### src/rtl/hamming_enc_seq.sv
// -----------------------------------------------------------------------------
// hamming_enc_seq
//
// Memory-walking SECDED encoder. After a rising edge on `req` it reads NUM_MSG
// 11-bit messages from data memory (stored as lo/hi byte pairs starting at
// SRC_BASE), encodes each into a Hamming(15,11) codeword plus an overall
// parity bit, and writes the 16-bit result back as a byte pair starting at
// DST_BASE. `done` is a level that stays high until reset or the next start.
//
// Optional feature macro: HAMM_VERIFY_EN
//   When defined, every message gets two extra read-back states (VF_LO, VF_HI)
//   after the writes. Each re-read byte that differs from the computed value
//   bumps `err_cnt` (saturating at 255). When undefined, `err_cnt` is 0.
//
// Handshake: `req` is a start request. Only its rising edge matters, and only
// while the sequencer is in IDLE or DONE; edges seen while busy are dropped,
// never queued. `done` acknowledges completion as a level.
//
// Ports
//   clk        in   rising-edge clock
//   reset      in   synchronous, active-high reset
//   req        in   start request (rising edge significant)
//   done       out  run complete (level)
//   dm_addr    out  data-memory byte address (AW bits)
//   dm_wr_en   out  data-memory write strobe
//   dm_wr_data out  data-memory write byte
//   dm_rd_data in   combinational read data for dm_addr
//   err_cnt    out  read-back mismatch count (0 without HAMM_VERIFY_EN)
//   dbg_state  out  current FSM state encoding, for observation
// -----------------------------------------------------------------------------
module hamming_enc_seq #(
    parameter int SRC_BASE = 0,
    parameter int DST_BASE = 30,
    parameter int NUM_MSG  = 15,
    parameter int AW       = 8
) (
    input  logic          clk,
    input  logic          reset,
    input  logic          req,
    output logic          done,
    output logic [AW-1:0] dm_addr,
    output logic          dm_wr_en,
    output logic [7:0]    dm_wr_data,
    input  logic [7:0]    dm_rd_data,
    output logic [7:0]    err_cnt,
    output logic [2:0]    dbg_state
);

    typedef enum logic [2:0] {
        S_IDLE  = 3'd0,
        S_RD_LO = 3'd1,
        S_RD_HI = 3'd2,
        S_WR_LO = 3'd3,
        S_WR_HI = 3'd4,
        S_VF_LO = 3'd5,
        S_VF_HI = 3'd6,
        S_DONE  = 3'd7
    } state_t;

    localparam logic [AW-1:0] SRC_A    = AW'(SRC_BASE);
    localparam logic [AW-1:0] DST_A    = AW'(DST_BASE);
    localparam logic [6:0]    LAST_IDX = 7'(NUM_MSG - 1);
    localparam bit            NO_MSGS  = (NUM_MSG == 0);

    state_t        state_q, state_d;
    logic          req_q, req_d;
    logic [6:0]    idx_q, idx_d;
    // Message bits are numbered d[11:1] to match the parity equations.
    logic [11:1]   msg_q, msg_d;

    logic          start;
    logic          idle_or_done;
    logic [AW-1:0] idx_off;
    logic          p8, p4, p2, p1, p0;
    logic [7:0]    cw_lo, cw_hi;

    assign start        = req & ~req_q;
    assign idle_or_done = (state_q == S_IDLE) || (state_q == S_DONE);
    assign idx_off      = AW'({idx_q, 1'b0});
    assign dbg_state    = state_q;
    assign done         = (state_q == S_DONE);

    // ------------------------------------------------------------------
    // Parity from the registered message
    // ------------------------------------------------------------------
    always_comb begin
        p8 = ^msg_q[11:5];
        p4 = (^msg_q[11:8]) ^ (^msg_q[4:2]);
        p2 = msg_q[11] ^ msg_q[10] ^ msg_q[7] ^ msg_q[6] ^ msg_q[4] ^ msg_q[3] ^ msg_q[1];
        p1 = msg_q[11] ^ msg_q[9] ^ msg_q[7] ^ msg_q[5] ^ msg_q[4] ^ msg_q[2] ^ msg_q[1];
        p0 = (^msg_q[11:1]) ^ p8 ^ p4 ^ p2 ^ p1;
        cw_lo = {msg_q[4:2], p4, msg_q[1], p2, p1, p0};
        cw_hi = {msg_q[11:5], p8};
    end

    // ------------------------------------------------------------------
    // FSM: state register
    // ------------------------------------------------------------------
    always_ff @(posedge clk) begin
        if (reset) begin
            state_q <= S_IDLE;
        end else begin
            state_q <= state_d;
        end
    end

    // ------------------------------------------------------------------
    // FSM: next-state logic
    // ------------------------------------------------------------------
    always_comb begin
        state_d = state_q;
        case (state_q)
            S_IDLE, S_DONE: begin
                if (start) begin
                    state_d = NO_MSGS ? S_DONE : S_RD_LO;
                end
            end
            S_RD_LO: state_d = S_RD_HI;
            S_RD_HI: state_d = S_WR_LO;
            S_WR_LO: state_d = S_WR_HI;
`ifdef HAMM_VERIFY_EN
            S_WR_HI: state_d = S_VF_LO;
            S_VF_LO: state_d = S_VF_HI;
            // The index was already advanced in WR_HI, so the last message
            // is recognised by idx_q having reached NUM_MSG.
            S_VF_HI: state_d = (idx_q == LAST_IDX + 7'd1) ? S_DONE : S_RD_LO;
`else
            S_WR_HI: state_d = (idx_q == LAST_IDX) ? S_DONE : S_RD_LO;
`endif
            default: state_d = S_IDLE;
        endcase
    end

    // ------------------------------------------------------------------
    // FSM: outputs (memory port)
    // ------------------------------------------------------------------
`ifdef HAMM_VERIFY_EN
    logic [AW-1:0] prev_off;
    // Verify states run after the index increment, so they address the
    // previous message's codeword.
    assign prev_off = AW'({idx_q - 7'd1, 1'b0});
`endif

    always_comb begin
        dm_addr    = '0;
        dm_wr_en   = 1'b0;
        dm_wr_data = 8'h00;
        case (state_q)
            S_RD_LO: dm_addr = SRC_A + idx_off;
            S_RD_HI: dm_addr = SRC_A + idx_off + AW'(1);
            S_WR_LO: begin
                dm_addr    = DST_A + idx_off;
                dm_wr_en   = 1'b1;
                dm_wr_data = cw_lo;
            end
            S_WR_HI: begin
                dm_addr    = DST_A + idx_off + AW'(1);
                dm_wr_en   = 1'b1;
                dm_wr_data = cw_hi;
            end
`ifdef HAMM_VERIFY_EN
            S_VF_LO: dm_addr = DST_A + prev_off;
            S_VF_HI: dm_addr = DST_A + prev_off + AW'(1);
`endif
            default: ;
        endcase
        // Never let a stray write through while reset is asserted.
        if (reset) begin
            dm_wr_en = 1'b0;
        end
    end

    // ------------------------------------------------------------------
    // Datapath: request edge detect, message index, message register
    // ------------------------------------------------------------------
    always_comb begin
        req_d = req;
        idx_d = idx_q;
        msg_d = msg_q;
        if (idle_or_done && start) begin
            idx_d = 7'd0;
        end
        case (state_q)
            S_RD_LO: msg_d[8:1]  = dm_rd_data;
            S_RD_HI: msg_d[11:9] = dm_rd_data[2:0];
            S_WR_HI: idx_d       = idx_q + 7'd1;
            default: ;
        endcase
    end

    always_ff @(posedge clk) begin
        if (reset) begin
            req_q <= 1'b0;
            idx_q <= 7'd0;
            msg_q <= '0;
        end else begin
            req_q <= req_d;
            idx_q <= idx_d;
            msg_q <= msg_d;
        end
    end

    // ------------------------------------------------------------------
    // Read-back error counter
    // ------------------------------------------------------------------
`ifdef HAMM_VERIFY_EN
    logic [7:0] err_cnt_q, err_cnt_d;
    logic       vf_miss;

    always_comb begin
        vf_miss = 1'b0;
        if (state_q == S_VF_LO) begin
            vf_miss = (dm_rd_data != cw_lo);
        end else if (state_q == S_VF_HI) begin
            vf_miss = (dm_rd_data != cw_hi);
        end
    end

    always_comb begin
        err_cnt_d = err_cnt_q;
        if (idle_or_done && start) begin
            err_cnt_d = 8'd0;
        end else if (vf_miss && (err_cnt_q != 8'hFF)) begin
            err_cnt_d = err_cnt_q + 8'd1;
        end
    end

    always_ff @(posedge clk) begin
        if (reset) begin
            err_cnt_q <= 8'd0;
        end else begin
            err_cnt_q <= err_cnt_d;
        end
    end

    assign err_cnt = err_cnt_q;
`else
    assign err_cnt = 8'd0;
`endif

endmodule

### config.mk
export PLATFORM = sky130hd
export DESIGN_NAME = hamming_enc_seq
export DESIGN_NICKNAME = d
export VERILOG_FILES = /design/src/rtl/hamming_enc_seq.sv
export SDC_FILE = /design/constraint.sdc
export NUM_CORES = 1
export LEC_CHECK = 0
export ABC_AREA = 1
export CAP_MARGIN = 20
export CORE_UTILIZATION = 33
export DETAILED_ROUTE_END_ITERATION = 12
export PLACE_DENSITY = 0.53
export SLEW_MARGIN = 0
export SYNTH_ARGS = -nofsm -noshare
export SYNTH_HDL_FRONTEND = slang
export SYNTH_SLANG_ARGS = --single-unit
### constraint.sdc
create_clock -name clk -period 2.15 [get_ports clk]
set_input_delay 0.5375 -clock clk [delete_from_list [all_inputs] [get_ports clk]]
set_output_delay 0.5375 -clock clk [all_outputs]
set_load 0.1 [all_outputs]
==> impl_metrics.env <==
export IMPL_cp_required_ns=1.61
export IMPL_grt_max_degree=17
export IMPL_cts_sinks=22
export IMPL_drtAntennaViolNets=0
export IMPL_cp_max_fo=5
export IMPL_gr_total_overflow=0
export IMPL_place_congestion=0.808
export IMPL_hpwlAfterDp_um=3460
export IMPL_vias_per_cell=4.68
export IMPL_synth_edf_count=0
export IMPL_diodes=0
export IMPL_synthMuxAreaShare_pct=0
export IMPL_synth_simple_area_share_pct=30.1
export IMPL_synthDominantCellAreaShare_pct=27.0
export IMPL_die_x_um=72.3
export IMPL_drv_slew=0
export IMPL_fin_skew_ns=0.00438
export IMPL_setup_violations=1
export IMPL_grt_total_usage_pct=18.2
export IMPL_rows=25
export IMPL_num_vias=1814
export IMPL_yosys_cell_count_top_type="nand2_1"
export IMPL_ff2ff_path_depth=8
export IMPL_antenna_found_initial=0
export IMPL_finalPower_mw=2.76
export IMPL_end_kind="output port"
export IMPL_final_core_util_pct=61.7
export IMPL_cap_violations=0
export IMPL_synth_fa_ha_area_share_pct=2.30
export IMPL_netlist_top_cells_area="dfxtp_1, nand2_1, inv_1"
export IMPL_setup_tns_ns=-0.0497
export IMPL_nets=336
export IMPL_min_path_type="reg -> reg"
export IMPL_start_util_pct=34.5
export IMPL_worstSetupPathType="reg -> out"
export IMPL_clk_pin_slew_worst_paths_ns=0.08
export IMPL_syn_area_um2=1630
export IMPL_synth_flop_cell="dfxtp_1"
export IMPL_synth_xor_area_share_pct=6.99
export IMPL_drtIter0Drc=22
export IMPL_yosys_top_cells_count="nand2_1, inv_1, dfxtp_1"
export IMPL_timing_final_crit_share_pct=102
export IMPL_cts_made_buffers=3
export IMPL_cts_buffer_depth=2
export IMPL_hold_depth=1
export IMPL_fmax_ghz=0.455
export IMPL_crit_arrival_ns=1.66
export IMPL_seq_area_frac_synth_pct=27.0
export IMPL_ir_worst_vdd_mv=0.438
export IMPL_synth_compound_area_share_pct=18.9
export IMPL_wirelength_um=4560
export IMPL_grt_pass1_wl_um=7530
export IMPL_p_per_area_nw_per_um2=945
export IMPL_failed_checks="negative setup slack"
export IMPL_portBuffers=31
export IMPL_clockRootBuffer="clkbuf_8"
export IMPL_ys_ff_latch=22
export IMPL_dp_cells=371
export IMPL_synth_top_cell_by_area="dfxtp_1"
export IMPL_grt_pass1_vias=1770
export IMPL_syn2layout_area_growth_pct=79.0
export IMPL_worst_slack_ns=-0.0497
export IMPL_synth_cell_type_count=23
export IMPL_ios=40
export IMPL_clock_latency_ns=0.26
export IMPL_instances_no_fill=388
export IMPL_power_leakage_nw=1.24
export IMPL_synth_top_family_by_area="simple AND/OR/NAND/NOR gates"
export IMPL_dieArea_um2=5220
export IMPL_cts_tree="done"
export IMPL_dp_slack_ns=0.0780
export IMPL_synth_cells=265
export IMPL_start_kind="flop"
export IMPL_dr_pass1_iters=4
export IMPL_cts_hold_fix_buffers=0
export IMPL_final_min_clock_period_ns=2.20
export IMPL_core_um2=4720
export IMPL_synth_avg_cell_area_um2=6.15
export IMPL_hold_violations=0
export IMPL_htreeDepth=1
export IMPL_outcome="finished, violations left"
export IMPL_drive_gt1_share_pct=48.6
export IMPL_yosysWarnings=0
export IMPL_async_flop_share_pct=0
export IMPL_die_h_um=72.3
export IMPL_drc=0
export IMPL_rsz0062_at_grt="true"
export IMPL_wl_per_cell_um=11.7
-- final cells by class --
class / count / area (um^2)
multi-input combinational: 196 / 1390
fill: 431 / 1810
clock buffer: 4 / 45.0
sequential: 22 / 490
inverter: 41 / 178
tap: 67 / 83.8
timing repair buffer: 58 / 734
-- cell usage in the layout, fill, tap and decap left out, types with 10 or more instances in the layout --
cell type / count
a21oi_1: 20
buf_12: 21
buf_4: 24
clkdlybuf4s50_1: 10
dfxtp_4: 12
inv_1: 25
nand2_1: 43
nand2_2: 34
nand3_1: 10
o21ai_0: 18
o22ai_4: 12
-- worst max-delay path, cell delays in order (launching register included) --
cell and delay [ns]:
dfxtp_4 0.42, xor2_2 0.19, nand2_2 0.11, nand2_2 0.10, nand2_2 0.05, nand2_2 0.07, nand2_2 0.06, nand2_1 0.06
nand2_1 0.05, nand3_2 0.07, nand2_4 0.05, buf_12 0.17
-- logic make-up after synthesis --
| kind of cell | count (synthesis) |
|---|---|
| and+or+nand+nor | 115 |
| buffers and inverters | 54 |
| xor gates and xnor gates | 13 |
| adders and majority gates | 3 |
| AOI/OAI and AO/OA | 57 |
| DFF | 22 |
| other | 1 |
-- metal layers --
layer  wire (um)  up-vias  track usage (%)
met5           0        -                0
met4          60        0             4.79
met3          80        6             2.92
met2        2570       21             35.7
met1        1840      834             20.1
li1            -      953                -
-- sequential cells by signal, indices dropped and copies added, names as in the netlist --
signal     flops
dbg_state      3
req_q          1
idx_q          7
msg_q         11
-- worst paths after layout --
path	startpoint	end	slack (ns)
setup / recovery	msg_q[11]$_SDFFE_PP0N_	dm_wr_data[0]	-0.05
hold / removal	idx_q[0]$_SDFFE_PP0P_	idx_q[0]$_SDFFE_PP0P_	0.47
setup reg to reg	dbg_state[0]$_SDFFE_PP0P_	idx_q[1]$_SDFFE_PP0P_	0.72
hold reg to reg	idx_q[0]$_SDFFE_PP0P_	idx_q[0]$_SDFFE_PP0P_	0.47
-- per-stage QoR --
step	hold WS [ns]	cell area, um^2
detailed placement	0.486	2490
global placement	0.490	2490
global route	0.497	2920
finish	0.474	2920
CTS	0.480	2750
floorplan	0.462	1870
-- report_power, final --
| part | total (mW) | leakage (nW) | internal, mW | switching (mW) |
|---|---|---|---|---|
| Combinational | 1.91 | 1.02 | 0.746 | 1.17 |
| Clock | 0.261 | 0.0228 | 0.132 | 0.129 |
| Sequential | 0.583 | 0.190 | 0.487 | 0.0957 |
| Total | 2.76 | 1.24 | 1.37 | 1.39 |
-- timing repair --
action,in CTS,in global routing
cloned,0,0
buffers inserted,11,2
hold endpoints to repair,0,0
endpoints found under the setup margin,10,11
pin swaps,15,23
resized for setup,48,52
Power figures use the tool's default switching activity.
